**config.mk**
```make
export PLATFORM = sky130hd
export DESIGN_NAME = control_unit_flat
export DESIGN_NICKNAME = d
export VERILOG_FILES = /design/src/rtl/cpu_defs.sv /design/src/rtl/control_unit_if.sv /design/src/rtl/control_decode.sv /design/src/rtl/control_unit.sv /design/src/flat_wrapper.sv
export SDC_FILE = /design/constraint.sdc
export NUM_CORES = 1
export LEC_CHECK = 0
export ABC_AREA = 0
export CAP_MARGIN = 20
export CORE_MARGIN = 2
export CORE_UTILIZATION = 31
export CTS_BUF_LIST = sky130_fd_sc_hd__clkbuf_16
export DETAILED_ROUTE_END_ITERATION = 8
export HOLD_SLACK_MARGIN = 0.15
export MAX_ROUTING_LAYER = met4
export PLACE_DENSITY = 0.91
export SYNTH_ARGS = -nofsm -noshare
export SYNTH_HDL_FRONTEND = slang
export SYNTH_SLANG_ARGS = --single-unit
```
**constraint.sdc**
```tcl
create_clock -name clk -period 2.6 [get_ports clk]
set_clock_uncertainty 0.1 [all_clocks]
set_input_delay 0.26 -clock clk [delete_from_list [all_inputs] [get_ports clk]]
set_output_delay 0.26 -clock clk [all_outputs]
set_load 0.02 [all_outputs]
```
**src/rtl/cpu_defs.sv**
```systemverilog
// Shared definitions for the BusArchitecture CPU control path: opcodes, sequencer
// states, instruction classes and IR field positions.
package cpu_defs;

  localparam int unsigned OP_W = 5;

  localparam logic [OP_W-1:0] OP_ADD  = 5'b00011;
  localparam logic [OP_W-1:0] OP_SUB  = 5'b00100;
  localparam logic [OP_W-1:0] OP_SHR  = 5'b00101;
  localparam logic [OP_W-1:0] OP_SHL  = 5'b00110;
  localparam logic [OP_W-1:0] OP_ROR  = 5'b00111;
  localparam logic [OP_W-1:0] OP_ROL  = 5'b01000;
  localparam logic [OP_W-1:0] OP_AND  = 5'b01001;
  localparam logic [OP_W-1:0] OP_OR   = 5'b01010;
  localparam logic [OP_W-1:0] OP_MUL  = 5'b01110;
  localparam logic [OP_W-1:0] OP_DIV  = 5'b01111;
  localparam logic [OP_W-1:0] OP_NEG  = 5'b10000;
  localparam logic [OP_W-1:0] OP_NOT  = 5'b10001;
  localparam logic [OP_W-1:0] OP_MFLO = 5'b11000;
  localparam logic [OP_W-1:0] OP_NOP  = 5'b11001;
  localparam logic [OP_W-1:0] OP_HALT = 5'b11010;

  localparam int unsigned RA_MSB = 26;
  localparam int unsigned RA_LSB = 23;
  localparam int unsigned RB_MSB = 22;
  localparam int unsigned RB_LSB = 19;
  localparam int unsigned RC_MSB = 18;
  localparam int unsigned RC_LSB = 15;

  // state_dbg exposes these codes directly.
  typedef enum logic [3:0] {
    S_RST  = 4'd0,
    S_T0   = 4'd1,
    S_T1   = 4'd2,
    S_T2   = 4'd3,
    S_T3   = 4'd4,
    S_T4   = 4'd5,
    S_T5   = 4'd6,
    S_HALT = 4'd7
  } state_t;

  typedef enum logic [2:0] {
    C_ALU2,
    C_MULDIV,
    C_ALU1,
    C_MFLO,
    C_NOP,
    C_HALT,
    C_ILLEGAL
  } iclass_t;

  // Bit positions inside the one-hot ALU strobe vector.
  localparam int unsigned ALU_W      = 12;
  localparam int unsigned ALU_ADD    = 0;
  localparam int unsigned ALU_SUB    = 1;
  localparam int unsigned ALU_MUL    = 2;
  localparam int unsigned ALU_DIV    = 3;
  localparam int unsigned ALU_SHR    = 4;
  localparam int unsigned ALU_SHL    = 5;
  localparam int unsigned ALU_ROR    = 6;
  localparam int unsigned ALU_ROL    = 7;
  localparam int unsigned ALU_AND    = 8;
  localparam int unsigned ALU_OR     = 9;
  localparam int unsigned ALU_NEGATE = 10;
  localparam int unsigned ALU_NOT    = 11;

endpackage

```
**src/rtl/control_unit_if.sv**
```systemverilog
// Control-unit <-> datapath signal bundle: IR value in, every datapath strobe out.
interface control_unit_if #(
  parameter int unsigned BITS = 32
);
  logic [BITS-1:0] ir;

  logic PCout, MDRout, RZout, HILOout, Rout, Cout, INPUTout, INTERout, BAout;
  logic PCin, IRin, RYin, RZin, MARin, MDRin, HILOin, CONin, OUTPUTin, INTERin, Rin;
  logic Gra, Grb, Grc;
  logic Read, Write, IncPC;
  logic ADD, SUB, MUL, DIV, SHR, SHL, ROR, ROL, AND, OR, NEGATE, NOT;
  logic halted, illegal;
  logic [3:0] state_dbg;

  modport master (
    input  ir,
    output PCout, MDRout, RZout, HILOout, Rout, Cout, INPUTout, INTERout, BAout,
    output PCin, IRin, RYin, RZin, MARin, MDRin, HILOin, CONin, OUTPUTin, INTERin, Rin,
    output Gra, Grb, Grc, Read, Write, IncPC,
    output ADD, SUB, MUL, DIV, SHR, SHL, ROR, ROL, AND, OR, NEGATE, NOT,
    output halted, illegal, state_dbg
  );

  modport slave (
    output ir,
    input  PCout, MDRout, RZout, HILOout, Rout, Cout, INPUTout, INTERout, BAout,
    input  PCin, IRin, RYin, RZin, MARin, MDRin, HILOin, CONin, OUTPUTin, INTERin, Rin,
    input  Gra, Grb, Grc, Read, Write, IncPC,
    input  ADD, SUB, MUL, DIV, SHR, SHL, ROR, ROL, AND, OR, NEGATE, NOT,
    input  halted, illegal, state_dbg
  );
endinterface

```
**src/rtl/control_decode.sv**
```systemverilog
// Opcode decoder: instruction class plus the one-hot ALU strobe for that opcode.
module control_decode
  import cpu_defs::*;
#(
  parameter int unsigned OPW = 5
) (
  input  logic [OPW-1:0]   op,
  output iclass_t          iclass,
  output logic [ALU_W-1:0] alu_op
);

  always_comb begin
    iclass = C_ILLEGAL;
    alu_op = '0;
    case (op)
      OP_ADD:  begin iclass = C_ALU2;   alu_op[ALU_ADD]    = 1'b1; end
      OP_SUB:  begin iclass = C_ALU2;   alu_op[ALU_SUB]    = 1'b1; end
      OP_SHR:  begin iclass = C_ALU2;   alu_op[ALU_SHR]    = 1'b1; end
      OP_SHL:  begin iclass = C_ALU2;   alu_op[ALU_SHL]    = 1'b1; end
      OP_ROR:  begin iclass = C_ALU2;   alu_op[ALU_ROR]    = 1'b1; end
      OP_ROL:  begin iclass = C_ALU2;   alu_op[ALU_ROL]    = 1'b1; end
      OP_AND:  begin iclass = C_ALU2;   alu_op[ALU_AND]    = 1'b1; end
      OP_OR:   begin iclass = C_ALU2;   alu_op[ALU_OR]     = 1'b1; end
      OP_MUL:  begin iclass = C_MULDIV; alu_op[ALU_MUL]    = 1'b1; end
      OP_DIV:  begin iclass = C_MULDIV; alu_op[ALU_DIV]    = 1'b1; end
      OP_NEG:  begin iclass = C_ALU1;   alu_op[ALU_NEGATE] = 1'b1; end
      OP_NOT:  begin iclass = C_ALU1;   alu_op[ALU_NOT]    = 1'b1; end
      OP_MFLO: iclass = C_MFLO;
      OP_NOP:  iclass = C_NOP;
      OP_HALT: iclass = C_HALT;
      default: iclass = C_ILLEGAL;
    endcase
  end

endmodule

```
**src/rtl/control_unit.sv**
```systemverilog
// Hardwired Moore sequencer: fetch T0-T2, class-dependent execute T3-T5, HALT until reset.
module control_unit
  import cpu_defs::*;
#(
  parameter int unsigned BITS = 32,
  parameter int unsigned OPW  = 5
) (
  input logic           clk,
  input logic           reset,
  control_unit_if.master bus
);

  state_t           state_q, state_d;
  iclass_t          iclass;
  logic [ALU_W-1:0] alu_op;

  control_decode #(
    .OPW (OPW)
  ) u_decode (
    .op     (bus.ir[BITS-1 -: OPW]),
    .iclass (iclass),
    .alu_op (alu_op)
  );

  always_ff @(posedge clk) begin
    if (reset) state_q <= S_RST;
    else       state_q <= state_d;
  end

  always_comb begin
    state_d = state_q;
    bus.PCout = 1'b0; bus.MDRout = 1'b0; bus.RZout = 1'b0; bus.HILOout = 1'b0;
    bus.Rout = 1'b0; bus.Cout = 1'b0; bus.INPUTout = 1'b0; bus.INTERout = 1'b0;
    bus.BAout = 1'b0;
    bus.PCin = 1'b0; bus.IRin = 1'b0; bus.RYin = 1'b0; bus.RZin = 1'b0; bus.MARin = 1'b0;
    bus.MDRin = 1'b0; bus.HILOin = 1'b0; bus.CONin = 1'b0; bus.OUTPUTin = 1'b0;
    bus.INTERin = 1'b0; bus.Rin = 1'b0;
    bus.Gra = 1'b0; bus.Grb = 1'b0; bus.Grc = 1'b0;
    bus.Read = 1'b0; bus.Write = 1'b0; bus.IncPC = 1'b0;
    {bus.NOT, bus.NEGATE, bus.OR, bus.AND, bus.ROL, bus.ROR,
     bus.SHL, bus.SHR, bus.DIV, bus.MUL, bus.SUB, bus.ADD} = '0;
    bus.halted = 1'b0;
    bus.illegal = 1'b0;
    bus.state_dbg = state_q;

    unique case (state_q)
      S_RST: state_d = S_T0;
      S_T0: begin
        bus.PCout = 1'b1; bus.MARin = 1'b1; bus.IncPC = 1'b1; bus.RZin = 1'b1;
        state_d = S_T1;
      end
      S_T1: begin
        bus.RZout = 1'b1; bus.PCin = 1'b1; bus.Read = 1'b1; bus.MDRin = 1'b1;
        state_d = S_T2;
      end
      S_T2: begin
        bus.MDRout = 1'b1; bus.IRin = 1'b1;
        state_d = S_T3;
      end
      S_T3: begin
        state_d = S_T0;
        case (iclass)
          C_ALU2: begin
            bus.Grb = 1'b1; bus.Rout = 1'b1; bus.RYin = 1'b1;
            state_d = S_T4;
          end
          C_MULDIV: begin
            bus.Gra = 1'b1; bus.Rout = 1'b1; bus.RYin = 1'b1;
            state_d = S_T4;
          end
          C_ALU1: begin
            bus.Grb = 1'b1; bus.Rout = 1'b1; bus.RZin = 1'b1;
            {bus.NOT, bus.NEGATE, bus.OR, bus.AND, bus.ROL, bus.ROR,
             bus.SHL, bus.SHR, bus.DIV, bus.MUL, bus.SUB, bus.ADD} = alu_op;
            state_d = S_T4;
          end
          C_MFLO: begin
            bus.HILOout = 1'b1; bus.Gra = 1'b1; bus.Rin = 1'b1;
          end
          C_HALT:    state_d = S_HALT;
          C_ILLEGAL: bus.illegal = 1'b1;
          default:   ;
        endcase
      end
      S_T4: begin
        state_d = S_T5;
        case (iclass)
          C_ALU2: begin
            bus.Grc = 1'b1; bus.Rout = 1'b1; bus.RZin = 1'b1;
            {bus.NOT, bus.NEGATE, bus.OR, bus.AND, bus.ROL, bus.ROR,
             bus.SHL, bus.SHR, bus.DIV, bus.MUL, bus.SUB, bus.ADD} = alu_op;
          end
          C_MULDIV: begin
            bus.Grb = 1'b1; bus.Rout = 1'b1; bus.RZin = 1'b1;
            {bus.NOT, bus.NEGATE, bus.OR, bus.AND, bus.ROL, bus.ROR,
             bus.SHL, bus.SHR, bus.DIV, bus.MUL, bus.SUB, bus.ADD} = alu_op;
          end
          C_ALU1: begin
            bus.RZout = 1'b1; bus.Gra = 1'b1; bus.Rin = 1'b1;
            state_d = S_T0;
          end
          // IR changed under a multi-cycle instruction: abandon it quietly.
          default: state_d = S_T0;
        endcase
      end
      S_T5: begin
        state_d = S_T0;
        case (iclass)
          C_ALU2:   begin bus.RZout = 1'b1; bus.Gra = 1'b1; bus.Rin = 1'b1; end
          C_MULDIV: begin bus.RZout = 1'b1; bus.HILOin = 1'b1; end
          default:  ;
        endcase
      end
      S_HALT: bus.halted = 1'b1;
      default: state_d = S_RST;
    endcase
  end

endmodule

```
**src/flat_wrapper.sv**
```systemverilog
// flat-port wrapper written by rule: the top's interface ports become plain ports
module control_unit_flat import cpu_defs::*;
#(
  parameter int unsigned BITS = 32,
  parameter int unsigned OPW  = 5
)
  (clk, reset, bus_ir, bus_PCout, bus_MDRout, bus_RZout, bus_HILOout, bus_Rout, bus_Cout, bus_INPUTout, bus_INTERout, bus_BAout, bus_PCin, bus_IRin, bus_RYin, bus_RZin, bus_MARin, bus_MDRin, bus_HILOin, bus_CONin, bus_OUTPUTin, bus_INTERin, bus_Rin, bus_Gra, bus_Grb, bus_Grc, bus_Read, bus_Write, bus_IncPC, bus_ADD, bus_SUB, bus_MUL, bus_DIV, bus_SHR, bus_SHL, bus_ROR, bus_ROL, bus_AND, bus_OR, bus_NEGATE, bus_NOT, bus_halted, bus_illegal, bus_state_dbg);
  control_unit_if #(.BITS(BITS)) bus_i ();
  input logic clk;
  input logic reset;
  input wire logic [$bits(bus_i.ir)-1:0] bus_ir;
  output wire logic [$bits(bus_i.PCout)-1:0] bus_PCout;
  output wire logic [$bits(bus_i.MDRout)-1:0] bus_MDRout;
  output wire logic [$bits(bus_i.RZout)-1:0] bus_RZout;
  output wire logic [$bits(bus_i.HILOout)-1:0] bus_HILOout;
  output wire logic [$bits(bus_i.Rout)-1:0] bus_Rout;
  output wire logic [$bits(bus_i.Cout)-1:0] bus_Cout;
  output wire logic [$bits(bus_i.INPUTout)-1:0] bus_INPUTout;
  output wire logic [$bits(bus_i.INTERout)-1:0] bus_INTERout;
  output wire logic [$bits(bus_i.BAout)-1:0] bus_BAout;
  output wire logic [$bits(bus_i.PCin)-1:0] bus_PCin;
  output wire logic [$bits(bus_i.IRin)-1:0] bus_IRin;
  output wire logic [$bits(bus_i.RYin)-1:0] bus_RYin;
  output wire logic [$bits(bus_i.RZin)-1:0] bus_RZin;
  output wire logic [$bits(bus_i.MARin)-1:0] bus_MARin;
  output wire logic [$bits(bus_i.MDRin)-1:0] bus_MDRin;
  output wire logic [$bits(bus_i.HILOin)-1:0] bus_HILOin;
  output wire logic [$bits(bus_i.CONin)-1:0] bus_CONin;
  output wire logic [$bits(bus_i.OUTPUTin)-1:0] bus_OUTPUTin;
  output wire logic [$bits(bus_i.INTERin)-1:0] bus_INTERin;
  output wire logic [$bits(bus_i.Rin)-1:0] bus_Rin;
  output wire logic [$bits(bus_i.Gra)-1:0] bus_Gra;
  output wire logic [$bits(bus_i.Grb)-1:0] bus_Grb;
  output wire logic [$bits(bus_i.Grc)-1:0] bus_Grc;
  output wire logic [$bits(bus_i.Read)-1:0] bus_Read;
  output wire logic [$bits(bus_i.Write)-1:0] bus_Write;
  output wire logic [$bits(bus_i.IncPC)-1:0] bus_IncPC;
  output wire logic [$bits(bus_i.ADD)-1:0] bus_ADD;
  output wire logic [$bits(bus_i.SUB)-1:0] bus_SUB;
  output wire logic [$bits(bus_i.MUL)-1:0] bus_MUL;
  output wire logic [$bits(bus_i.DIV)-1:0] bus_DIV;
  output wire logic [$bits(bus_i.SHR)-1:0] bus_SHR;
  output wire logic [$bits(bus_i.SHL)-1:0] bus_SHL;
  output wire logic [$bits(bus_i.ROR)-1:0] bus_ROR;
  output wire logic [$bits(bus_i.ROL)-1:0] bus_ROL;
  output wire logic [$bits(bus_i.AND)-1:0] bus_AND;
  output wire logic [$bits(bus_i.OR)-1:0] bus_OR;
  output wire logic [$bits(bus_i.NEGATE)-1:0] bus_NEGATE;
  output wire logic [$bits(bus_i.NOT)-1:0] bus_NOT;
  output wire logic [$bits(bus_i.halted)-1:0] bus_halted;
  output wire logic [$bits(bus_i.illegal)-1:0] bus_illegal;
  output wire logic [$bits(bus_i.state_dbg)-1:0] bus_state_dbg;
  assign bus_i.ir = bus_ir;
  assign bus_PCout = bus_i.PCout;
  assign bus_MDRout = bus_i.MDRout;
  assign bus_RZout = bus_i.RZout;
  assign bus_HILOout = bus_i.HILOout;
  assign bus_Rout = bus_i.Rout;
  assign bus_Cout = bus_i.Cout;
  assign bus_INPUTout = bus_i.INPUTout;
  assign bus_INTERout = bus_i.INTERout;
  assign bus_BAout = bus_i.BAout;
  assign bus_PCin = bus_i.PCin;
  assign bus_IRin = bus_i.IRin;
  assign bus_RYin = bus_i.RYin;
  assign bus_RZin = bus_i.RZin;
  assign bus_MARin = bus_i.MARin;
  assign bus_MDRin = bus_i.MDRin;
  assign bus_HILOin = bus_i.HILOin;
  assign bus_CONin = bus_i.CONin;
  assign bus_OUTPUTin = bus_i.OUTPUTin;
  assign bus_INTERin = bus_i.INTERin;
  assign bus_Rin = bus_i.Rin;
  assign bus_Gra = bus_i.Gra;
  assign bus_Grb = bus_i.Grb;
  assign bus_Grc = bus_i.Grc;
  assign bus_Read = bus_i.Read;
  assign bus_Write = bus_i.Write;
  assign bus_IncPC = bus_i.IncPC;
  assign bus_ADD = bus_i.ADD;
  assign bus_SUB = bus_i.SUB;
  assign bus_MUL = bus_i.MUL;
  assign bus_DIV = bus_i.DIV;
  assign bus_SHR = bus_i.SHR;
  assign bus_SHL = bus_i.SHL;
  assign bus_ROR = bus_i.ROR;
  assign bus_ROL = bus_i.ROL;
  assign bus_AND = bus_i.AND;
  assign bus_OR = bus_i.OR;
  assign bus_NEGATE = bus_i.NEGATE;
  assign bus_NOT = bus_i.NOT;
  assign bus_halted = bus_i.halted;
  assign bus_illegal = bus_i.illegal;
  assign bus_state_dbg = bus_i.state_dbg;
  control_unit #(.BITS(BITS), .OPW(OPW)) u_core (.clk(clk), .reset(reset), .bus(bus_i));
endmodule
```
; Word-level counts from Yosys, hierarchy flattened
; Cells that the tools add are included.
[totals]
regBits = 4
input_bits = 34
output_inout_bits = 44
wordCells = 114
[classes]
n_eq_ne = 27
mux = 76
n_reduce_logical = 10
[ops]
columns = cell, n
row1 = 1-bit 2-to-1 mux, 54
row2 = 1-bit case mux with 2 select lines, 14
row3 = 4-bit case mux with 7 select lines, 1
row4 = 5-bit by 4-bit equality test with 1-bit output (second input constant), 5
row5 = 5-bit equality test (second input constant), 5
row6 = 5-bit by 3-bit equality test with 1-bit output (second input constant), 4
row7 = 3-bit case mux with 6 select lines, 1
row8 = 4-bit by 3-bit equality test with 1-bit output (second input constant), 4
row9 = 1-bit case mux with 3 select lines, 4
row10 = 2-bit OR reduction, 6
row11 = 4-bit by 2-bit equality test with 1-bit output (second input constant), 2
row12 = 8-bit OR reduction, 1
row13 = 3-bit by 2-bit equality test with 1-bit output (second input constant), 2
row14 = 3-bit equality test (second input constant), 2
row15 = 3-bit case mux with 2 select lines, 1
row16 = 5-bit by 2-bit equality test with 1-bit output (second input constant), 1
row17 = 4-bit by 1-bit equality test with 1-bit output (second input constant), 1
row18 = 4-bit logical NOT, 1
row19 = 3-bit by 1-bit equality test with 1-bit output (second input constant), 1
row20 = 3-bit logical NOT, 1
row21 = 3-bit 2-to-1 mux, 1
row22 = 3-bit OR reduction, 1

; Logic depth before layout (Yosys ltp)
[depth]
ltp_word = 7
depth_mapped = 5

; Modules after synthesis
; Synthesis repeated with hierarchy kept, for this count alone.
[hier_totals]
hier_cells = 126
area_unflattened_um2 = 813.3
[modules_own_cells]
columns = module, instances, cells_per_inst, area_per_inst_um2, seq_area_each_um2
row1 = control_unit, 1, 86, 565.5, 60.1
row2 = control_decode, 1, 40, 247.7, 0.0

; Least setup slack after synthesis
; OpenSTA, ideal clock, no wires.
[synth_timing]
path_type = reg-to-output
startpoint = register u_core.state_q[2] (netlist: u_core.bus.state_dbg[2])
endpoint = output bus_Rin
arrival_time_ns = 1.666
slack_ns = 0.574
path_stages_with_launch = 6
n_path_buf = 1
path_cell_list = dfxtp_1 > or3b_1 > buf_6 > nor3_4 > a21oi_1 > o21ai_1
[synth_between]
elab_chain_cells = 2
[synth_lines]
columns = element, line_no
row1 = "start, declared", control_unit.sv:13  ; state_t state_q, state_d;
row2 = "start signal, assigned", control_unit.sv:27  ; else state_q <= state_d;
row3 = 4-bit by 3-bit equality test with 1-bit output, control_unit.sv:46  ; unique case (state_q)
row4 = 1-bit case mux with 3 select lines (*), control_unit.sv:46
row5 = "end, declared", flat_wrapper.sv:31  ; output wire logic [$bits(bus_i.Rin)-1:0] bus_Rin;
; Every way passes the cells marked *; elsewhere a longest branch is shown, timed or not.

; Final worst setup path
[layout_timing]
startpoint = input bus_ir[29]
endpoint = output bus_HILOout
[layout_between]
elab_chain_cells = 6
[layout_lines]
columns = element, line_no
row1 = "start, declared", flat_wrapper.sv:11  ; input wire logic [$bits(bus_i.ir)-1:0] bus_ir;
row2 = "5-bit by 4-bit equality test with 1-bit output, or another cell as far along", control_decode.sv:15  ; case (op)
row3 = 8-bit OR reduction (no line) / 2-bit OR reduction (equally long branches), n/a
row4 = 3-bit case mux with 6 select lines (*), control_decode.sv:15
row5 = 3-bit by 2-bit equality test with 1-bit output (*), control_unit.sv:62  ; case (iclass)
row6 = 1-bit 2-to-1 mux (*), control_unit.sv:62
row7 = 1-bit 2-to-1 mux (*), control_unit.sv:46
row8 = "end, declared", flat_wrapper.sv:15  ; output wire logic [$bits(bus_i.HILOout)-1:0] bus_HILOout;
; Marks and branches as above.

==> impl_metrics.env <==
export IMPL_top_usage_layer="met2"
export IMPL_diodes=0
export IMPL_grt_antenna_before_repair=0
export IMPL_end_kind="primary output"
export IMPL_rows=17
export IMPL_initial_utilization=0.3309
export IMPL_slowest_stage="clkdlybuf4s50_1"
export IMPL_rsz0062_at_grt="no"
export IMPL_p_leak_uw=0.0007121
export IMPL_htreeDepth=1
export IMPL_met2_usage=0.3271
export IMPL_via_per_inst=5.016
export IMPL_drt_wirelength_per_cell_microns=12.84
export IMPL_max_cap_violations=0
export IMPL_clkPwrFrac=0.448
export IMPL_synth_top_area_frac=0.1436
export IMPL_drv_slew=0
export IMPL_startpoint="bus_ir[29]"
export IMPL_critPathArrivalTime_ns=2.08
export IMPL_outcome="finished clean"
export IMPL_reg2reg_depth=5
export IMPL_fillers=181
export IMPL_postRouteAntennaNets=0
export IMPL_synth_cells=112
export IMPL_pwr_share_seq=0.118
export IMPL_worst_slack_ns=0.1628
export IMPL_cts_sinks=3
export IMPL_clk_path_buf_depth=2
export IMPL_gp_congestion=0.9080
export IMPL_tns_ns=0
export IMPL_finalNonFillerCells=192
export IMPL_cts_hold_fix_buffers=0
export IMPL_pre_cts_ws_ns=-0.1412
export IMPL_power_per_cell_area_nw_per_um2=410.0
export IMPL_holdPathStages=2
export IMPL_whs_ns=0.4977
export IMPL_hold_violations=0
export IMPL_total_power_uw=536.1
export IMPL_fmax_mhz=410.3
export IMPL_crit_fanout=7
export IMPL_wl_microns=2465
export IMPL_cpPeakStageDelay_ns=0.59
export IMPL_synth_warnings=0
export IMPL_crit_type="in2out"
export IMPL_final_nets=199
export IMPL_r2r_slack_ns=0.92
export IMPL_cts_tree="built"
export IMPL_ys_types=38
export IMPL_cts_root_buf="clkbuf_16"
export IMPL_crit_reg2reg_capture="u_core.bus.state_dbg[1]"
export IMPL_period_minus_slack_ns=2.437
export IMPL_firstDrtPassIters=4
export IMPL_clkSlewWorstSetupHoldPaths_ns=0.03
export IMPL_finalSetupViolCount=0
export IMPL_swShare=0.3378
export IMPL_cp_data_required_time_ns=2.24
export IMPL_crit_chain="clkdlybuf4s50_1, buf_4, nand3b_2, nor3_4, buf_4, clkdlybuf4s50_1"
export IMPL_crit_path_end="bus_HILOout"
export IMPL_synthArstFlopShare=0
export IMPL_p_sw_uw=181.1
export IMPL_comb_power_share=0.434
export IMPL_cp_start_kind="primary input"
export IMPL_min_period_over_period=0.9374
export IMPL_grt_pass1_wl_microns=3864
export IMPL_yosysSeqAreaShare=0.08205
export IMPL_die_w_microns=52.59
export IMPL_synth_edff_count=0
export IMPL_synth_area_per_cell_sq_um=6.535
export IMPL_remaining_drc_errors=0
export IMPL_synthTopCellsByArea="buf_4, dfxtp_1, a21oi_1"
export IMPL_placedCellCount=188
export IMPL_worst_hold_path_type="reg2reg"
export IMPL_ys_ff_latch=3
export IMPL_post_cts_buffers=0
export IMPL_grtUsageTotal=0.1920
export IMPL_syn_area_sq_um=732.0
export IMPL_p_int_uw=355.0
export IMPL_largest_register_ffs=3
export IMPL_overflow=0
export IMPL_synth_top_area_cell="buf_4"
export IMPL_place_port_buffers=41
export IMPL_clkLatencyLatePin_ns=0.23
export IMPL_drtIter0Drc=34
export IMPL_hpwl_microns=1936
export IMPL_area_growth_synth_to_final_pct=78.63
export IMPL_grt_use_met1=0.2285
export IMPL_first_global_vias=873
export IMPL_grt_max_degree=14
export IMPL_die_y_microns=52.59
export IMPL_fp_coreArea_sq_um=2212
export IMPL_io_pins=78
export IMPL_dieArea_sq_um=2766
export IMPL_final_layout_size_suffix_gt1_frac=0.2378
export IMPL_worstReg2RegStart="u_core.bus.state_dbg[2]"
export IMPL_cts_made_buffers=3
export IMPL_ir_drop_uv=608.7
export IMPL_vias=963
export IMPL_use_met3=0.04571
export IMPL_synthFlopType="dfxtp_1"
-- Yosys cell counts (2+ instances only) --
cell type and n:
nand2b_1 6, o22ai_1 2, xnor2_1 2, buf_4 14, nor2_1 14, buf_2 4, nor4_2 2, dfxtp_1 3
nand3b_1 2, a21oi_1 11, o21ai_1 4, or3_1 2, o221ai_1 2, inv_1 2, nand2_1 10, nor3_1 6
and3_1 3, clkbuf_1 3
-- metrics by stage --
stage / cell area, sq um / utilization
detailed placement: 1217 / 0.5503
CTS: 1284 / 0.5803
global route: 1308 / 0.5911
finish: 1308 / 0.5911
floorplan: 762.0 / -
global placement: 1217 / 0.5503
-- power by group through the flow --
stage | combinational [uW] | sequential (uW) | clock, uW
after detailed placement | 234 | 63.0 | 0
final | 233 | 63.5 | 240
after global routing | 249 | 65.4 | 251
after CTS | 231 | 62.9 | 246
after floorplan | 152 | 65.1 | 0
after global placement | 227 | 62.3 | 0
-- kinds of logic after synthesis --
| kind of cell | Yosys count | synth area share |
|---|---|---|
| other cells | 1 | 0.005123 |
| flops | 3 | 0.08205 |
| simple gates | 57 | 0.4581 |
| compound gates | 24 | 0.2137 |
| xor+xnor | 2 | 0.02394 |
| buf+inv | 25 | 0.2171 |
-- cell type report --
type / instances / area [sq um] / share of cell area
Clock buffer: 3 / 75.07 / 0.05742
Timing Repair Buffer: 62 / 574.3 / 0.4392
Multi-Input combinational cell: 92 / 545.5 / 0.4172
Sequential cell: 3 / 62.56 / 0.04785
Inverter: 3 / 11.26 / 0.008612
Clock inverter: 1 / 3.754 / 0.002871
Tap cell: 28 / 35.03 / 0.02679
-- per-layer routing --
| metal | vias to the layer above | share of wire |
|---|---|---|
| met5 | - | 0 |
| met4 | 0 | 0 |
| met3 | 0 | 0.060 |
| met2 | 45 | 0.51 |
| met1 | 450 | 0.43 |
| li1 | 468 | - |
-- timing repair --
action	in CTS	in global routing
hold endpoints to repair	0	0
setup endpoints to repair	18	10
gates resized for setup	15	11
-- how the worst min path moves through the flow --
| stage | from | end |
|---|---|---|
| global placement | u_core.bus.state_dbg[0] | u_core.bus.state_dbg[2] |
| global route | u_core.bus.state_dbg[0] | u_core.bus.state_dbg[2] |
| finish | u_core.bus.state_dbg[0] | u_core.bus.state_dbg[2] |
| CTS | u_core.bus.state_dbg[0] | u_core.bus.state_dbg[2] |
| floorplan | reset | u_core.bus.state_dbg[1] |
| detailed placement | u_core.bus.state_dbg[0] | u_core.bus.state_dbg[2] |
-- cells in the final DEF, fill, tap and decap left out, drive strengths merged, types with 2 or more instances in the layout --
| master | count |
|---|---|
| xnor2 | 2 |
| clkdlybuf4s50 | 19 |
| nand2 | 10 |
| or3b | 2 |
| or2 | 2 |
| conb | 9 |
| clkbuf | 3 |
| o22ai | 2 |
| buf | 21 |
| dlygate4sd2 | 13 |
| o21ai | 5 |
| a31oi | 2 |
| nand3 | 2 |
| o221ai | 2 |
| a21oi | 11 |
| nand3b | 3 |
| inv | 4 |
| dlymetal6s2s | 9 |
| nor3 | 8 |
| nand2b | 7 |
| nor4 | 2 |
| and3 | 3 |
| or3 | 2 |
| dfxtp | 3 |
| nor2 | 14 |
-- critical path, delay by kind of cell --
kind,cells,cell delay (ns)
buffers and inverters,4,1.43
AND/OR/NAND/NOR,2,0.40
No activity file was read; power rests on OpenSTA's default activity.
